**config.mk**
```make
export PLATFORM = sky130hd
export DESIGN_NAME = fifo_write_arbiter
export DESIGN_NICKNAME = d
export VERILOG_FILES = /design/src/rtl/fifo_write_arbiter_pkg.sv /design/src/rtl/fifo_write_arbiter_rr_priority_picker.sv /design/src/rtl/fifo_write_arbiter.sv
export SDC_FILE = /design/constraint.sdc
export NUM_CORES = 1
export LEC_CHECK = 0
export ABC_CLOCK_PERIOD_IN_PS = 2400
export CELL_PAD_IN_SITES_DETAIL_PLACEMENT = 0
export CELL_PAD_IN_SITES_GLOBAL_PLACEMENT = 1
export CORE_AREA = 2 2 96 98
export DETAILED_ROUTE_END_ITERATION = 16
export DIE_AREA = 0 0 98 100
export DONT_BUFFER_PORTS = 1
export GPL_TIMING_DRIVEN = 0
export PLACE_DENSITY = 0.53
export SYNTH_ARGS = -nofsm -noshare
export SYNTH_HDL_FRONTEND = slang
export SYNTH_SLANG_ARGS = --single-unit
```
**constraint.sdc**
```tcl
create_clock -name clk -period 2.4 [get_ports clk]
set_input_delay 0.48 -clock clk [delete_from_list [all_inputs] [get_ports clk]]
set_output_delay 0.48 -clock clk [all_outputs]
set_load 0.05 [all_outputs]
```
**src/rtl/fifo_write_arbiter_pkg.sv**
```systemverilog
// Shared definitions for the FIFO write arbiter: state encoding and default sizing.
package fifo_write_arbiter_pkg;

    typedef enum logic {
        kStateIdle = 1'b0,
        kStateLock = 1'b1
    } state_t;

    localparam int kDefaultWidth  = 32;
    localparam int kDefaultReqNum = 4;

endpackage

```
**src/rtl/fifo_write_arbiter_rr_priority_picker.sv**
```systemverilog
// Combinational round-robin picker: first set bit of req_vec scanning from ptr upward, wrapping.
module rr_priority_picker #(
    parameter int kReqNum  = 4,
    parameter int kIdWidth = 2
) (
    input  logic [kReqNum-1:0]  req_vec,
    input  logic [kIdWidth-1:0] ptr,
    output logic                found,
    output logic [kIdWidth-1:0] idx
);

    always_comb begin
        int unsigned pos;
        logic [kIdWidth-1:0] pos_idx;
        pos     = 0;
        pos_idx = '0;
        found   = 1'b0;
        idx     = ptr;
        for (int unsigned k = 0; k < kReqNum; k++) begin
            // explicit wrap so non-power-of-two kReqNum never aliases by overflow
            pos = 32'(ptr) + k;
            if (pos >= kReqNum) begin
                pos = pos - kReqNum;
            end
            pos_idx = kIdWidth'(pos);
            if (!found && req_vec[pos_idx]) begin
                found = 1'b1;
                idx   = pos_idx;
            end
        end
    end

endmodule

```
**src/rtl/fifo_write_arbiter.sv**
```systemverilog
// Round-robin write arbiter in front of one shared FIFO; packets are not interleaved and reads win the cycle.
module fifo_write_arbiter
    import fifo_write_arbiter_pkg::*;
#(
    parameter int kReqNum  = kDefaultReqNum,
    parameter int kWidth   = kDefaultWidth,
    parameter int kIdWidth = $clog2(kReqNum)
) (
    input  logic                       clk,
    input  logic                       rst,
    input  logic [kReqNum-1:0]         req_valid,
    input  logic [kReqNum-1:0]         req_last,
    input  logic [kReqNum*kWidth-1:0]  req_data,
    output logic [kReqNum-1:0]         req_ready,
    input  logic                       read_req,
    output logic                       read_ack,
    output logic [kWidth-1:0]          read_data,
    output logic                       fifo_write_en,
    output logic [kWidth-1:0]          fifo_write_data,
    output logic                       fifo_read_en,
    input  logic [kWidth-1:0]          fifo_read_data,
    input  logic                       fifo_is_full,
    input  logic                       fifo_is_empty,
    output logic [kIdWidth-1:0]        grant_id,
    output logic                       busy
);

    state_t                state;
    logic [kIdWidth-1:0]   rr_ptr;
    logic [kIdWidth-1:0]   owner;
    logic                  cand_found;
    logic [kIdWidth-1:0]   cand;
    logic [kIdWidth-1:0]   sel;
    logic                  rd_go;
    logic                  wr_allow;
    logic [kWidth-1:0]     data_arr [kReqNum];

    function automatic logic [kIdWidth-1:0] wrap_inc(input logic [kIdWidth-1:0] v);
        return (32'(v) == kReqNum - 1) ? '0 : v + kIdWidth'(1);
    endfunction

    rr_priority_picker #(
        .kReqNum (kReqNum),
        .kIdWidth(kIdWidth)
    ) u_picker (
        .req_vec(req_valid),
        .ptr    (rr_ptr),
        .found  (cand_found),
        .idx    (cand)
    );

    always_comb begin
        for (int unsigned i = 0; i < kReqNum; i++) begin
            data_arr[i] = req_data[i*kWidth +: kWidth];
        end
    end

    // A read against an empty FIFO is not performed, so it must not steal the write slot.
    assign rd_go        = !rst && read_req && !fifo_is_empty;
    assign wr_allow     = !fifo_is_full && !rd_go;
    assign fifo_read_en = rd_go;
    assign read_ack     = rd_go;
    assign read_data    = fifo_read_data;

    assign sel = (state == kStateLock) ? owner : cand;

    always_comb begin
        req_ready = '0;
        if (!rst && wr_allow) begin
            if (state == kStateLock) begin
                req_ready[owner] = req_valid[owner];
            end else if (cand_found) begin
                req_ready[cand] = 1'b1;
            end
        end
    end

    assign fifo_write_en   = |req_ready;
    assign fifo_write_data = data_arr[sel];
    assign grant_id        = rst ? '0 : sel;
    assign busy            = !rst && (state == kStateLock);

    always_ff @(posedge clk) begin
        if (rst) begin
            state  <= kStateIdle;
            rr_ptr <= '0;
            owner  <= '0;
        end else if (fifo_write_en) begin
            if (req_last[sel]) begin
                state  <= kStateIdle;
                rr_ptr <= wrap_inc(sel);
            end else begin
                state <= kStateLock;
                owner <= sel;
            end
        end
    end

endmodule

```
# Word-level counts from Yosys, hierarchy flattened
# Index checks and enable logic that the tools add are counted.
[classes]
n_shift = 0
n_div = 0
magnitude_cmp = 14
reduce_logical = 20
mul = 0
n_addsub = 8
n_bitwise = 3
n_mux = 38
eq_ne = 1
[op_table]
columns = ["operator", "n"]
rows = [
  ["$bmux W32 S2", 1],
  ["$mux W32", 2],
  ["$mux W2", 11],
  ["$lt A2 B3 Y1 const B", 7],
  ["$mux W1", 13],
  ["$bmux W1 S2", 6],
  ["$ge A3 B3 Y1 const B", 4],
  ["$mux W4", 3],
  ["$logic_and A1 B1 Y1", 10],
  ["$sub A2 B1 Y2 const B", 4],
  ["$logic_not A1 Y1", 7],
  ["$add A2 B2 Y3 const B", 2],
  ["$and A4 B4 Y4", 1],
  ["$demux W1 S2", 2],
  ["$ge A2 B1 Y1 const B", 2],
  ["$reduce_and A2 Y1", 2],
  ["$reduce_or A4 Y1", 1],
  ["$add A2 B1 Y3 const B", 1],
  ["$ge A2 B3 Y1 const B", 1],
  ["$not A2 Y3", 1],
  ["$add A2 B1 Y2 const B", 1],
  ["$eq A2 B2 Y1 const B", 1],
  ["$not A1 Y1", 1],
]
[totals]
n_memories = 0
elab_cells = 87
out_inout_bits = 74
latchBits = 0
rom_bits = 0
reg_bits = 5
mem_bits_rw = 0

# Longest topological paths before layout
# Gate-level depths: netlist of run 1.
[logic_depth]
word_depth = 23
depth_mapped = 9
mapped_depth_nobuf = 8

# Cells and area by module
# A second synthesis of run 1 with hierarchy kept.
[unflattened]
cells_unflattened = 146
area_unflattened_um2 = 1575.3
[modules_own_cells]
columns = ["module", "seq_area_each_um2", "cells_each", "instances", "area_per_inst_um2"]
rows = [
  ["fifo_write_arbiter", 100.1, 130, 1, 1478.9],
  ["rr_priority_picker", 0.0, 16, 1, 96.3],
]

# Least setup slack after synthesis of run 1
# No wires, ideal clock.
[synth_path]
path_type = "input to output"
from = "input req_valid[3]"
to = "output fifo_write_data[0]"
required_ns = 1.920
path_buffers = 2
t_arrival_ns = 2.528
stages = 7
path_slack_ns = -0.608
cell_sequence = "and3b_1 > nor4_4 > o31ai_4 > buf_2 > buf_1 > nand2_1 > a31oi_1"
[synth_between]
elab_chain_len = 17
word_cells_on_any_way = 26
classes_between = "mux: 19; bitwise: 1; reduce/logical: 6"
[synth_rtl]
columns = ["element", "line", "source"]
rows = [
  ["from (decl)", "fifo_write_arbiter.sv:11", "input logic [kReqNum-1:0] req_valid,"],
  ["$bmux W1 S2", "fifo_write_arbiter_rr_priority_picker.sv:26", "if (!found && req_vec[pos_idx]) begin"],
  ["$mux W1 (not written as such)", "fifo_write_arbiter_rr_priority_picker.sv:26", ""],
  ["$mux W1", "fifo_write_arbiter_rr_priority_picker.sv:26", ""],
  ["$logic_not A1 Y1", "fifo_write_arbiter_rr_priority_picker.sv:26", ""],
  ["$logic_and A1 B1 Y1", "fifo_write_arbiter_rr_priority_picker.sv:26", ""],
  ["$mux W1", "fifo_write_arbiter_rr_priority_picker.sv:26", ""],
  ["$logic_not A1 Y1", "fifo_write_arbiter_rr_priority_picker.sv:26", ""],
  ["$logic_and A1 B1 Y1", "fifo_write_arbiter_rr_priority_picker.sv:26", ""],
  ["$mux W1", "fifo_write_arbiter_rr_priority_picker.sv:26", ""],
  ["$logic_not A1 Y1", "fifo_write_arbiter_rr_priority_picker.sv:26", ""],
  ["$logic_and A1 B1 Y1", "fifo_write_arbiter_rr_priority_picker.sv:26", ""],
  ["$mux W2 *", "fifo_write_arbiter_rr_priority_picker.sv:26", ""],
  ["$mux W2 *", "fifo_write_arbiter.sv:65", "assign sel = (state == kStateLock) ? owner : cand;"],
  ["$not A2 Y3 (not written as such) *", "fifo_write_arbiter.sv:79", "assign fifo_write_data = data_arr[sel];"],
  ["$bmux W32 S2 *", "fifo_write_arbiter.sv:79", ""],
  ["$mux W32 (not written as such) * (2 in series)", "fifo_write_arbiter.sv:79", ""],
  ["to (decl)", "fifo_write_arbiter.sv:19", "output logic [kWidth-1:0] fifo_write_data,"],
]
# Mark *: on every way between the ends. The rest lies on a longest branch, timed or not. The select of a mux whose other input is x is not followed.

# Worst setup path after layout of run 1
[layout_path]
from = "register rr_ptr[1]"
to = "output fifo_write_data[13]"
[layout_between]
elab_chain_len = 19
word_cells_on_any_way = 41
classes_between = "add/sub: 7; order compare: 4; mux: 23; bitwise: 1; reduce/logical: 6"
[layout_rtl]
columns = ["element", "line", "source"]
rows = [
  ["from (decl)", "fifo_write_arbiter.sv:29", "logic [kIdWidth-1:0] rr_ptr;"],
  ["from (signal assigned)", "fifo_write_arbiter.sv:91", "rr_ptr <= wrap_inc(sel);"],
  ["branches (longest 13 deep; another with $add A2 B1 Y3)", "--", ""],
  ["$mux W2 *", "fifo_write_arbiter_rr_priority_picker.sv:26", ""],
  ["$mux W2 *", "fifo_write_arbiter.sv:65", ""],
  ["$not A2 Y3 (not written as such) *", "fifo_write_arbiter.sv:79", ""],
  ["$bmux W32 S2 *", "fifo_write_arbiter.sv:79", ""],
  ["$mux W32 (not written as such) * (2 in series)", "fifo_write_arbiter.sv:79", ""],
]
# Mark *: on every way between the ends. The select of a mux whose other input is x is not followed.

==> results by group, run 1 <==
Run status
  • Outcome: finished with violations
  • Failing checks: setup timing

Min path
  • Hold Crit Start: rst
  • Worst min path class: in -> reg

Global routing
  • Overflow after GRT: 0
  • GRT Total Usage: 16.0%
  • First-pass GRT wire length: 12.9 mm
  • Initial antenna violation count: 0
  • Largest net degree at the start of global routing: 11
  • Vias in the first global route: approximately 2500

STA
  • Fmax: between 0.3 and 0.4 GHz
  • TNS Setup: -9.31 ns
  • Minimum clock period: between 2 and 3 ns
  • RSZ-0062 raised after global routing: true
  • Setup slack after layout: -0.354 ns
  • Fin. max-slew vios: 0
  • Slew @ Worst Pin: between 0.9 and 1 ns
  • Final setup violation count: 35
  • Slew margin rel.: 34.5%
  • Clk_skew: 0.000986 ns
  • Period utilization: 115%
  • Final hold vios: 0

Worst setup path
  • R2R Setup Slk: -0.02 ns
  • CP Data Arrival Time: between 2 and 2.5 ns
  • Critical R2R Capture: rr_ptr[1]
  • CP required: 1.92 ns
  • CP Launch Point: rr_ptr[1]
  • CP endpoint kind: output pin
  • Start of the worst register-to-register path: rr_ptr[1]
  • CP startpoint kind: register
  • Max Fanout on Critical Path: 7
  • R2R depth: 9
  • Setup Crit Path Kind: reg -> out
  • Setup crit end: fifo_write_data[13]

Pwr
  • Internal power: 0.00131 W
  • PwrDens: 850 mW/mm^2
  • Sw Pwr: roughly 0.0018 W
  • Total design power: between 0.003 and 0.004 W
  • Clock share of power: ~4.8%
  • Leak: between 1 and 1.5 nW
  • Share of total power in sequential cells: 3.8%
  • Combinational share of power: 91.4%
  • Switching part of the total power: slightly below 60%
  • Peak supply drop: 0.381 mV

Synthesis
  • Synth Area in Simple Gates: just under 50%
  • Top_reg_cell synth: dfxtp_1
  • Mux contribution to synthesized area: under 10%
  • Post-synth EDFFs: 0
  • Yosys top cell area share: a little over a quarter
  • Sequential share of the synthesized area: under 10%
  • Cells after synthesis: approximately 330
  • Combinational family with the most area after synthesis: simple AND/OR/NAND/NOR gates
  • Most common cell in the synthesized netlist: nand2_1
  • Adder-Cell Fraction of Synth Area: less than 1%
  • Post-Synth XOR/XNOR Area: 0%
  • Compound-cell area share of the yosys netlist: between 20 and 25%
  • Synthesized area per cell: 5.68 sq um
  • Cell taking the most area after synthesis: nand2_1
  • Synth top cells by count: nand2_1, buf_4, a31oi_1
  • Ys Warns: 0
  • Syn_nets: 500
  • Flop and latch count out of synthesis: 5
  • Mapped cell area: 0.00185 sq mm
  • Top cells by area, synth: nand2_1, buf_4, a31oi_1
  • Yosys cell types: between 40 and 50
  • Async set-reset flop share out of synthesis: 0%

Final layout
  • Fill cells: 919
  • Fraction of layout cells with a size suffix above 1: between 60% and 70%
  • Post-layout nets: between 500 and 600
  • Layout area overhead: 98.9%
  • Final Non-Filler Cells: roughly 470
  • # diodes: 0

Floorplanning
  • Die width: a little under 100 um
  • Rows: 35
  • Die area: slightly below 0.01 sq mm
  • Die Y: 100 um
  • Core footprint: ~0.009 sq mm
  • Initial Utilization: a little over a fifth
  • I/O pins: 247

Place
  • Dpl cells: between 400 and 500
  • Port bufs: 0
  • Dpl hpwl: ~6.6 mm
  • Worst slack at placement: -0.446 ns
  • GP Congestion: 0.765

Route
  • DR iter-0 viols: 29
  • DRC violation count after routing: 0
  • DRT antenna net count: 0
  • Vias per std cell: ~5.2
  • Wire per inst: 18.8 um
  • Final WL: 8.84 mm
  • Vias: between 2000 and 2500
  • Pre-antenna DRT Iters: 4

Clock tree
  • Clk sink count: 5
  • CTS tree: done
  • Worst-case clock buffer depth: 2
  • H-tree depth: 1
  • CTS root buf: clkbuf_8
  • Clk_lat worst skew: roughly 0.22 ns
  • CTS buffer count: 3
  • Clock transition at path regs: ~0.030 ns
  • Hold_buf cts: 0

Run
  • Max-Cap Viols: 0
-- logic make-up (layout without fill, tap and decap cells) --
logic type	count (synthesis)	in the layout
simple gates	196	196
compound gates	55	55
buf+inv	64	98
fa+ha+maj	1	1
mux	5	5
flops	5	5
-- area by class of cell --
type                       instances  area, sq um  share of cell area, %
timing repair buffer              33          438                   11.9
multi-input combinational        257         2390                   64.8
buffer                            52          532                   14.4
sequential                         5          109                   2.95
tap                              111          139                   3.77
inverter                           9         36.3                  0.984
clock buffer                       4         45.0                   1.22
-- state kept, by name (all words and copies together), names as in the netlist --
register  cells
owner         2
state         1
rr_ptr        2
-- cell usage in the layout, fill, tap and decap left out, types with 2 or more instances in the layout --
cell type	instances
nand2_1	80
buf_4	50
nand2_2	37
a31oi_4	33
and3_4	32
nand2_4	18
buf_6	9
buf_12	9
inv_1	7
buf_8	7
clkbuf_8	7
nor2_1	6
clkbuf_16	5
nor2b_1	4
nor2_4	4
a21oi_4	3
mux2_4	3
a211oi_4	2
a211o_1	2
nand4_1	2
nand3_1	2
o311ai_0	2
dfxtp_1	2
dfxtp_4	2
-- layer usage --
layer | up-vias | routed length (um) | GRT usage, %
met5 | - | 0 | 0
li1 | 1160 | - | -
met1 | 1171 | 3180 | 18.4
met3 | 6 | 705 | 3.97
met4 | 0 | 61 | 1.39
met2 | 123 | 4890 | 31.0
-- power groups by stage --
stage	Clock (W)	Sequential [W]	Combinational, W
after floorplan	0	0.000108	0.00215
after global placement	0	0.000113	0.00238
after detailed placement	0	0.000113	0.00239
after CTS	0.000155	0.000120	0.00265
after global routing	0.000162	0.000121	0.00302
final	0.000151	0.000119	0.00286
-- worst max-delay path, stage by stage (launching register included) --
cell and delay [ns]:
dfxtp_4 0.34, and3b_2 0.21, nor4_4 0.34, o31ai_4 0.12, inv_2 0.12, buf_12 0.15
buf_12 0.11, buf_6 0.09, nand2_2 0.04, and3_4 0.16, a31oi_4 0.37
-- repair_timing --
action | in CTS | in global routing
resized for setup | 42 | 66
endpoints found under the setup margin | 43 | 42
pin swaps | 24 | 37
hold endpoints to repair | 0 | 0
cloned | 3 | 3
setup buffers | 15 | 13
-- how the worst min path moves through the flow --
stage | endpoint | slack (ns) | cells past startpoint
after global placement | owner[1] | 0.59 | 2
final | owner[1] | 0.58 | 2
after CTS | owner[1] | 0.56 | 3
after global routing | owner[1] | 0.59 | 2
after floorplan | owner[1] | 0.51 | 2
after detailed placement | owner[1] | 0.58 | 2
-- per-stage QoR --
step / utilization [%] / hold slack [ns] / instance area [sq um]
2_1_floorplan: - / 0.511 / 2800
3_3_place_gp: 33.0 / 0.591 / 2940
3_5_place_dp: 33.0 / 0.581 / 2940
4_1_cts: 37.4 / 0.564 / 3330
5_1_grt: 41.5 / 0.588 / 3690
6_report: 41.5 / 0.578 / 3690
Note: power is estimated with default switching activity, not from simulation.
==> run 2: changes to the inputs <==
==> constraint.sdc (replaced) <==
create_clock -name clk -period 2.4 [get_ports clk]
set_input_delay 0.36 -clock clk [delete_from_list [all_inputs] [get_ports clk]]
set_output_delay 0.36 -clock clk [all_outputs]
set_load 0.05 [all_outputs]
==> results by group, run 2 (synthesis gave the netlist of run 1 again) <==
Floorplanning
  • I/O pins: 247 (unchanged)
  • Die Y: 100 um (unchanged)
  • Core footprint: 0.00889 sq mm (unchanged)
  • Rows: 35 (unchanged)
  • Initial Utilization: 20.8% (unchanged)
  • Die area: 0.00980 sq mm (unchanged)
  • Die width: 98 um (unchanged)

STA
  • Fin. max-slew vios: 0 (unchanged)
  • TNS Setup: -6.60 ns (+2.70 ns)
  • Fmax: 0.375 GHz (+3.2%)
  • Period utilization: 111% (-3.6 points)
  • Slew margin rel.: 35.4% (+0.96 points)
  • WHS: 0.442 ns (-0.136 ns)
  • Final hold vios: 0 (unchanged)
  • Minimum clock period: 2.67 ns (-0.0857 ns)
  • Clk_skew: 0.000783 ns (-0.000203 ns)
  • Slew @ Worst Pin: 0.967 ns (-0.0143 ns)
  • Final setup violation count: 32 (-8.6%)
  • Setup slack after layout: -0.269 ns (+0.0857 ns)
  • RSZ-0062 raised after global routing: true

Place
  • GP Congestion: 0.788 (+3.1%)
  • Area post-placement: 0.00241 sq mm (-18%)
  • Worst slack at placement: -0.639 ns (-0.193 ns)
  • Port bufs: 0 (unchanged)
  • Dpl hpwl: 6.49 mm (-2.4%)

Clock tree
  • Clk_lat worst skew: 0.22 ns (about the same)
  • Clock transition at path regs: 0.03 ns (about the same)
  • Hold_buf cts: 0 (unchanged)
  • CTS buffer count: 3 (unchanged)
  • CTS tree: done
  • CTS root buf: clkbuf_8
  • Worst-case clock buffer depth: 2 (unchanged)
  • Clk sink count: 5 (unchanged)
  • H-tree depth: 1 (unchanged)

Route
  • Wire per inst: 18.3 um (-2.6%)
  • DR iter-0 viols: 46 (+59%)
  • DRT antenna net count: 0 (unchanged)
  • Vias: 2440 (-0.81%)
  • Pre-antenna DRT Iters: 4 (unchanged)
  • Vias per std cell: 5.30 (+1.6%)
  • DRC violation count after routing: 0 (unchanged)
  • Final WL: 8.41 mm (-4.8%)

Final layout
  • Fraction of layout cells with a size suffix above 1: 51.3% (-16 points)
  • Layout area overhead: 70.7%
  • Footprint of the multi-input gates: 0.00212 sq mm (-11%)
  • Fill cells: 960 (+4.5%)
  • Post-layout nets: 524 (-2.1%)
  • Design Area, Final: 0.00316 sq mm (-14%)
  • # diodes: 0 (unchanged)
  • Top Registers: owner: 2 flops, rr_ptr: 2 flops, state: 1 flops
  • Commonest cells after routing, fill and taps aside: nand2_1, buf_4, a31oi_4
  • Most common cell after layout, fill and taps aside: nand2_1
  • Storage element area: 109 sq um (unchanged)

Global routing
  • Largest net degree at the start of global routing: 11 (unchanged)
  • First-pass GRT wire length: 12.5 mm (-3.1%)
  • GRT Total Usage: 15.6% (-0.41 points)
  • Vias in the first global route: 2424 (-2.7%)
  • Overflow after GRT: 0 (unchanged)
  • Initial antenna violation count: 0 (unchanged)

Worst setup path
  • Setup Crit Path Kind: reg -> out
  • CP Data Arrival Time: 2.31 ns (+0.04 ns)
  • CP startpoint kind: register
  • R2R depth: 8 (-1)
  • CP endpoint kind: output pin
  • CP required: 2.04 ns (+0.12 ns)
  • R2R Setup Slk: 0.10 ns (+0.12 ns)
  • Max Fanout on Critical Path: 6 (-1)
  • Start of the worst register-to-register path: rr_ptr[1]
  • Critical R2R Capture: rr_ptr[0]

Pwr
  • Peak supply drop: 0.269 mV (-29%)
  • PwrDens: 886 mW/mm^2 (+4.2%)
  • Leak: 1.24 nW (-15%)

Min path
  • Hold depth: 2 (unchanged)
  • WHS Endpoint: owner[1]
  • Hold Crit Start: req_last[1]
  • Worst min path class: in -> reg

Run status
  • Outcome: finished with violations
  • Failing checks: setup timing

Run
  • Max-Cap Viols: 0 (unchanged)
-- run 2: what timing repair did --
item	4_1_cts	5_1_grt
setup buffers	18	4
gates resized for setup	88	47
gates cloned	2	0
endpoints found under the setup margin	39	40
pin swaps	36	21
-- run 2: cell type report --
class,instances,area share (%)
Tap cell,111,4.39
Timing Repair Buffer,24,8.74
Buffer,50,13.8
Clock buffer,4,1.42
Inverter,9,1.15
Sequential cell,5,3.44
Multi-Input combinational cell,257,67.1
-- run 2: worst max path at each step --
stage            startpoint             endpoint  cells after the start
2_1_floorplan  req_valid[3]   fifo_write_data[0]                      6
3_3_place_gp      rr_ptr[1]  fifo_write_data[23]                      7
3_5_place_dp      rr_ptr[1]   fifo_write_data[3]                      7
4_1_cts           rr_ptr[1]   fifo_write_data[3]                     10
5_1_grt           rr_ptr[1]   fifo_write_data[3]                     10
6_report          rr_ptr[1]   fifo_write_data[3]                     10
-- run 2: critical path: stages, from the launching register on --
cell     delay (ns)
dfxtp_4        0.36
and3b_2        0.22
nor4_4         0.34
o31ai_4        0.14
inv_2          0.11
buf_8          0.13
buf_12         0.11
buf_16         0.11
nand2_2        0.04
and3_4         0.16
a31oi_4        0.37
-- run 2: routing by layer --
metal  routed length [um]  global-route usage (%)
met1                 3230                    19.4
met2                 4460                    29.0
met3                  647                    2.30
met4                   80                    2.35
met5                    0                       0
-- run 2: metrics by stage --
stage / cells / power (W) / util (%)
finish: 460 / 0.00280 / 35.6
global route: 460 / 0.00295 / 35.6
CTS: 460 / 0.00273 / 33.7
detailed placement: 437 / 0.00214 / 27.1
global placement: 437 / 0.00214 / 27.1
floorplan: 326 / 0.00190 / -
-- run 2: power by group --
part | internal, W | total (W) | switching, W
clock network | 0.000114 | 0.000153 | 0.0000390
logic | 0.000869 | 0.00253 | 0.00166
registers | 0.0000971 | 0.000122 | 0.0000245
==> run 3: changes to the inputs <==
==> constraint.sdc (replaced) <==
create_clock -name clk -period 2.4 [get_ports clk]
set_input_delay 0.36 -clock clk [delete_from_list [all_inputs] [get_ports clk]]
set_output_delay 0.36 -clock clk [all_outputs]
set_load 0.01 [all_outputs]
==> results by group, run 3 (synthesis gave the netlist of run 1 again) <==
Run status
  • Outcome: completed

Place
  • Port bufs: 0 (unchanged)
  • Dpl cells: 437 (unchanged)
  • Area post-placement: 0.00199 sq mm (-17%)
  • Dpl hpwl: 6.38 mm (-1.6%)
  • GP Congestion: 0.785 (-0.47%)

Worst setup path
  • Setup Crit Path Kind: reg -> out
  • CP Data Arrival Time: 2.04 ns (-0.27 ns)
  • CP endpoint kind: output pin
  • CP startpoint kind: register
  • Max Fanout on Critical Path: 10 (+4)
  • CP required: 2.04 ns (about the same)

Global routing
  • GRT Total Usage: 15.5% (-0.13 points)
  • Vias in the first global route: 2333 (-3.8%)
  • First-pass GRT wire length: 12.3 mm (-1.7%)
  • Largest net degree at the start of global routing: 11 (unchanged)
  • Overflow after GRT: 0 (unchanged)
  • Initial antenna violation count: 0 (unchanged)

STA
  • Period utilization: 100% (-11 points)
  • TNS Setup: 0 ns (+6.60 ns)
  • Fin. max-slew vios: 0 (unchanged)
  • Slew @ Worst Pin: 0.682 ns (-0.285 ns)
  • Final setup violation count: 0 (-100%)
  • RSZ-0062 raised after global routing: true
  • Minimum clock period: 2.40 ns (-0.270 ns)
  • Slew margin rel.: 54.5% (+19 points)
  • Fmax: 0.417 GHz (+11%)
  • Clk_skew: 0.00374 ns (+0.00296 ns)
  • Final hold vios: 0 (unchanged)
  • WHS: 0.425 ns (-0.0174 ns)

Clock tree
  • CTS root buf: clkbuf_8
  • Worst-case clock buffer depth: 2 (unchanged)
  • Clock transition at path regs: 0.04 ns (about the same)
  • Hold_buf cts: 0 (unchanged)
  • CTS tree: done
  • H-tree depth: 1 (unchanged)
  • CTS buffer count: 3 (unchanged)
  • Clk_lat worst skew: 0.22 ns (about the same)
  • Clk sink count: 5 (unchanged)

Route
  • Vias: 2411 (-1.2%)
  • Pre-antenna DRT Iters: 6 (+2)
  • Met3 Wirelength: 568 um (-12%)
  • DRC violation count after routing: 0 (unchanged)
  • DR iter-0 viols: 35 (-24%)
  • Vias per std cell: 5.29 (-0.32%)
  • Wire per inst: 19.0 um (+4.1%)
  • DRT antenna net count: 0 (unchanged)
  • Met2 WL: 4.86 mm (+9.0%)
  • Final WL: 8.68 mm (+3.2%)
  • Wire length on met1: 3.26 mm (+0.93%)
  • Max Used Layer: met3

Final layout
  • Commonest cells after routing, fill and taps aside: nand2_1, buf_4, a31oi_4
  • Most common cell after layout, fill and taps aside: nand2_1
  • Post-layout nets: 520 (-0.76%)
  • # diodes: 0 (unchanged)
  • Final Non-Filler Cells: 456 (-0.87%)
  • Fill cells: 939 (-2.2%)
  • Design Area, Final: 0.00305 sq mm (-3.6%)
  • Layout area overhead: 64.6%
  • Fraction of layout cells with a size suffix above 1: 44.6% (-6.7 points)
  • Top Registers: owner: 2 flops, rr_ptr: 2 flops, state: 1 flops

Floorplanning
  • I/O pins: 247 (unchanged)
  • Initial Utilization: 20.8% (unchanged)
  • Rows: 35 (unchanged)
  • Die area: 0.00980 sq mm (unchanged)
  • Die Y: 100 um (unchanged)
  • Die width: 98 um (unchanged)
  • Core footprint: 0.00889 sq mm (unchanged)

Pwr
  • Peak supply drop: 0.280 mV (+4.0%)
  • PwrDens: 670 mW/mm^2 (-24%)
  • Leak: 1.24 nW (-0.43%)

Min path
  • Worst min path class: in -> reg

Run
  • Max-Cap Viols: 0 (unchanged)
-- run 3: cell type report --
class | instances | area [sq um] | share of cell area (%)
multi-input combinational | 257 | 2030 | 66.4
buffer | 54 | 463 | 15.2
timing repair buffer | 15 | 225 | 7.38
tap | 111 | 139 | 4.55
sequential | 5 | 109 | 3.57
clock buffer | 4 | 45.0 | 1.48
inverter | 9 | 38.8 | 1.27
timing repair inverter | 1 | 5.00 | 0.164
-- run 3: where the power goes --
| part | internal (W) | total (W) | leakage (nW) | switching (W) |
|---|---|---|---|---|
| Sequential | 0.0000971 | 0.000122 | 0.0427 | 0.0000249 |
| Combinational | 0.000808 | 0.00176 | 1.17 | 0.000955 |
| Clock | 0.000114 | 0.000157 | 0.0228 | 0.0000428 |
-- run 3: final timing paths --
path	startpoint	end	slack, ns	cells after the start
max	rr_ptr[1]	fifo_write_data[1]	0.001	9
min	req_last[1]	owner[1]	0.42	2
max reg2reg	rr_ptr[1]	rr_ptr[1]	0.11	8
min reg2reg	owner[1]	owner[1]	0.58	2
-- run 3: routing by layer --
layer | global-route usage [%] | up-vias
met1 | 18.6 | 1152
met3 | 2.44 | 0
met5 | 0 | -
met4 | 1.28 | 0
met2 | 30.0 | 124
li1 | - | 1135
-- run 3: worst max-delay path, cell delays in order (launching register included) --
cell and delay, ns:
dfxtp_4 0.38, and3b_2 0.22, nor4_4 0.06, o31ai_4 0.25
buf_4 0.17, buf_6 0.15, buf_6 0.15, nand2_1 0.06
and3_4 0.18, a31oi_4 0.19
-- run 3: per-stage QoR --
stage          total power [W]  worst slack (ns)  utilization (%)
2_1_floorplan         0.000894             0.233                -
6_report               0.00204          0.000984             34.3
3_3_place_gp           0.00113            -0.273             22.4
5_1_grt                0.00218           -0.0996             34.3
3_5_place_dp           0.00113            -0.319             22.4
4_1_cts                0.00185           -0.0565             31.0
-- run 3: what timing repair did --
| action | 4_1_cts | 5_1_grt |
|---|---|---|
| setup buffers | 8 | 2 |
| pin swaps | 18 | 14 |
| endpoints found under the setup margin | 36 | 36 |
| gates cloned | 2 | 4 |
| endpoints found under the hold margin | 0 | 0 |
| gates resized for setup | 119 | 46 |
==> RTL edit 1, RTL diff (config.mk and constraints of run 1) <==
Make the reset (`rst`) asynchronous in one clocked block.
--- a/src/rtl/fifo_write_arbiter.sv
+++ b/src/rtl/fifo_write_arbiter.sv
@@ -80,7 +80,7 @@
     assign grant_id        = rst ? '0 : sel;
     assign busy            = !rst && (state == kStateLock);
 
-    always_ff @(posedge clk) begin
+    always_ff @(posedge clk or posedge rst) begin
         if (rst) begin
             state  <= kStateIdle;
             rr_ptr <= '0;
Behaviour: differs if rst is asserted again (counterexample within 4 cycles, from zero or initial values and one cycle with rst high); with rst held inactive, the same outputs for 4 cycles.
==> RTL edit 1 against run 1 <==
- the run still ends with negative setup slack left
- worst hold slack worse by 520 ps
- cell count increased by 3.2%
- setup slack got worse by 21 ps
- cell area decreased by 2.9%
- count of clock-buffer cells in the layout did not move
- wire length grew 2.5%
- non-clock buffer count grew 2
- synthesized cell count rose by 5.8%
- first-iteration DRC count is 55% higher
- sequential share of layout area grew 0.58 points
- synthesized area grew 5.1%
- sequential cell count unchanged
Power is left out: the tool's default activity adds up to more than one toggle a clock period on the data nets, which glitch-free logic cannot reach.
==> RTL edit 1: results (changes against run 1) <==
INFO  status         run_status=finished with violations
INFO  status         violated_checks=negative setup slack
INFO  logic_synthesis yosys.cell_types.count=42 [+2.4%]
INFO  finish         num-nets-final=550 [+2.8%]
INFO  setup_path     setup.worst_path.end=fifo_write_data[9]
INFO  logic_synthesis post_synth_fa_ha_maj_area_fraction=0.6423% [-0.033 points]
INFO  logic_synthesis part_of_the_yosys_area_used_for_sequential_elements=6.423% [+1.0 points]
INFO  placed_design  pre_cts_slack=-477.7ps [-32.22 ps]
INFO  min_path       worst_hold_path_type=primary input to async pin
INFO  global_route   grtUsageMet2=32.98% [+1.9 points]
INFO  setup_path     launching_instance_or_port_of_the_critical_path=rr_ptr[1]
INFO  clock_tree     post_cts_buffers=21 [+6]
INFO  sta            clock-skew-final=2.963ps [+1.977 ps]
INFO  global_route   global_route.usage.total=17.29% [+1.3 points]
INFO  logic_synthesis ys.flop_type=sky130_fd_sc_hd__dfrtp_1
INFO  detailed_routing wire_per_inst=18.65um [-0.63%]
INFO  detailed_routing route.layer.met1.wl=3382um [+6.3%]
INFO  placed_design  gp_congestion=0.7811 [+2.1%]
INFO  finish         drive_gt1_share=55.47% [-11 points]
INFO  sta            setup_violations=37 [+5.7%]
INFO  setup_path     worst_ep_arrival_time=2290ps [+20 ps]
INFO  placed_design  placedInstanceArea=2755um^2 [-6.1%]
INFO  logic_synthesis asyncSetResetFlopFracSynth=100.0% [+100 points]
INFO  logic_synthesis synth.mux.area_fraction=3.340% [-0.24 points]
INFO  setup_path     critical-path-top-delay-family=compound AO/OA/AOI/OAI gates
INFO  setup_path     rr_worst_depth=10 [+1]
INFO  detailed_routing route.met2.wl=4867um [-0.47%]
INFO  logic_synthesis synth_compound_area_share=24.15% [+2.6 points]
INFO  sta            setup_slack=-375.0ps [-20.73 ps]
INFO  global_route   grt_pass1_wl=13800um [+7.0%]
INFO  setup_path     worstReg2RegEnd=rr_ptr[0]
==> RTL edit 1: cell count changes after synthesis, moves of 3 or more <==
| cell | change |
|---|---|
| sky130_fd_sc_hd__o211ai_1 | +3 |
| sky130_fd_sc_hd__dfrtp_1 | +5 |
| sky130_fd_sc_hd__mux2_1 | -3 |
| sky130_fd_sc_hd__o21ai_0 | +4 |
| sky130_fd_sc_hd__mux2i_1 | +4 |
| sky130_fd_sc_hd__buf_2 | +6 |
| sky130_fd_sc_hd__dfxtp_1 | -5 |
| sky130_fd_sc_hd__buf_1 | -3 |
==> RTL edit 1: area by class of cell <==
| cell class | count | area (um^2) |
|---|---|---|
| inverters | 9 | 55.05 |
| flip-flops and latches | 5 | 126.4 |
| repair buffers | 28 | 325.3 |
| multi-input cells | 270 | 2265 |
| plain buffers | 59 | 625.6 |
| clock buffers | 4 | 45.04 |
| fillers | 941 | 5309 |
| well taps | 111 | 138.9 |
==> RTL edit 2, RTL diff (flow settings as in run 1) <==
Made on the original files. `kDefaultReqNum`: 4 -> 2.
--- a/src/rtl/fifo_write_arbiter_pkg.sv
+++ b/src/rtl/fifo_write_arbiter_pkg.sv
@@ -7,7 +7,7 @@
     } state_t;
 
     localparam int kDefaultWidth  = 32;
-    localparam int kDefaultReqNum = 4;
+    localparam int kDefaultReqNum = 2;
 
 endpackage
 
Ports: changed (5 resized); port bits go from 247 to 176. No check against the original RTL was run, so the function may have changed too.
==> RTL edit 2 against run 1 <==
- non-clock buffer count is 45 lower
- sequential cell count is 2 lower
- total power is 70% lower
- wire length is 68% lower
- cell count is 53% lower
- cell area is 68% lower
- setup slack better by 430 ps
- combinational power is 75% lower
- fmax is 19% higher
- worst hold slack worse by 240 ps
- register-to-register slack better by 440 ps
- synthesized area is 49% lower
- core utilization is 28 points lower
- critical endpoint is now req_ready[1]
==> RTL edit 2: results (changes against run 1) <==
INFO  placed_design  placedCellCount=213 [-51%]
INFO  logic_synthesis yosys-top-cells-area=sky130_fd_sc_hd__mux2_2 (38%), sky130_fd_sc_hd__buf_4 (26%), sky130_fd_sc_hd__dfxtp_1 (6.4%)
INFO  setup_path     rr_worst_depth=3 [-6]
INFO  setup_path     r2r_slack=420ps [+440 ps]
INFO  detailed_routing wl=2831um [-68%]
INFO  placed_design  hpwl=2586um [-61%]
INFO  logic_synthesis part_of_the_yosys_area_used_for_sequential_elements=6.400% [+1.0 points]
INFO  detailed_routing vias_per_cell=3.679 [-30%]
INFO  global_route   grtUsageMet2=9.642% [-21 points]
INFO  logic_synthesis synthesis.area_per_instance=9.200um^2 [+62%]
INFO  sta            fin_worst_hold_slack=338.2ps [-240.0 ps]
INFO  logic_synthesis most_used_standard_cells_in_the_synthesized_netlist=sky130_fd_sc_hd__buf_4 (33), sky130_fd_sc_hd__mux2_2 (32), sky130_fd_sc_hd__a21oi_1 (5), sky130_fd_sc_hd__nor2b_1 (5), sky130_fd_sc_hd__nor2_1 (4)
INFO  finish         layout_top_registers=owner (1), rr_ptr (1), state (1)
INFO  finish         n_fill_cell=1006 [+9.5%]
INFO  global_route   first_global_vias=677 [-73%]
INFO  global_route   global_route.usage.total=4.606% [-11 points]
INFO  finish         num-nets-final=216 [-60%]
INFO  detailed_routing detailedRoute.firstPassIterationCount=2 [-2]
INFO  setup_path     reg2reg_start=owner
INFO  setup_path     worst_ep_arrival_time=1840ps [-430 ps]
INFO  min_path       whs_endpoint=owner
INFO  sta            tightestPinTransition=1045ps [+64.08 ps]
INFO  placed_design  pre_cts_slack=-194.8ps [+250.7 ps]
INFO  clock_tree     cts-resized-gates=2 [-95%]
INFO  status         run_status=complete, no violations
[RTL edit 2: cell types whose count changed in the layout (fill, tap and decap cells not counted), sizes merged, moves of 9 or more]
cell    before  now
buf         76   40
a31oi       33    0
nand2      135    0
and3        32    0
mux2         3   33
clkbuf      13    4
[RTL edit 2: logic make-up (layout without fill, tap and decap cells)]
| family | count (synthesis) | in the layout | synth area share, % |
|---|---|---|---|
| compound gates | 10 | 10 | 10.53 |
| buf+inv | 37 | 45 | 30.40 |
| flops | 3 | 3 | 6.400 |
| mux | 35 | 35 | 42.13 |
| simple gates | 17 | 17 | 10.53 |
[RTL edit 2: layer usage]
metal,wire (um),up-vias
li1,-,343
met2,1544,119
met5,0,-
met3,470,0
met1,817,351
met4,0,0
[RTL edit 2: worst max-delay path: stages]
cell                       delay, ps
sky130_fd_sc_hd__or2_2           320
sky130_fd_sc_hd__nor2_1          140
sky130_fd_sc_hd__nand3b_1         90
sky130_fd_sc_hd__a21oi_1         810
[RTL edit 2: power groups by stage]
stage	Combinational (uW)	Sequential [uW]	Clock [uW]
global placement	718	62.9	0
CTS	736	62.7	153
detailed placement	717	63.4	0
floorplan	670	61.1	0
finish	725	63.4	147
global route	753	63.8	154
[RTL edit 2: worst max-delay path by stage]
stage | from | to | depth (start not counted)
after detailed placement | req_valid[0] | grant_id | 4
after CTS | state | fifo_write_data[26] | 5
after global routing | state | fifo_write_data[26] | 5
after floorplan | read_req | read_ack | 3
final | rst | req_ready[1] | 4
after global placement | req_valid[0] | grant_id | 4
[RTL edit 2: layout make-up]
type                    instances  share of cell area, %
plain buffers                  36                  24.25
clock buffers                   4                  3.879
inverters                       1                 0.3233
multi-input cells              62                  51.72
flip-flops and latches          3                  5.280
well taps                     111                  11.96
repair buffers                  4                  2.586
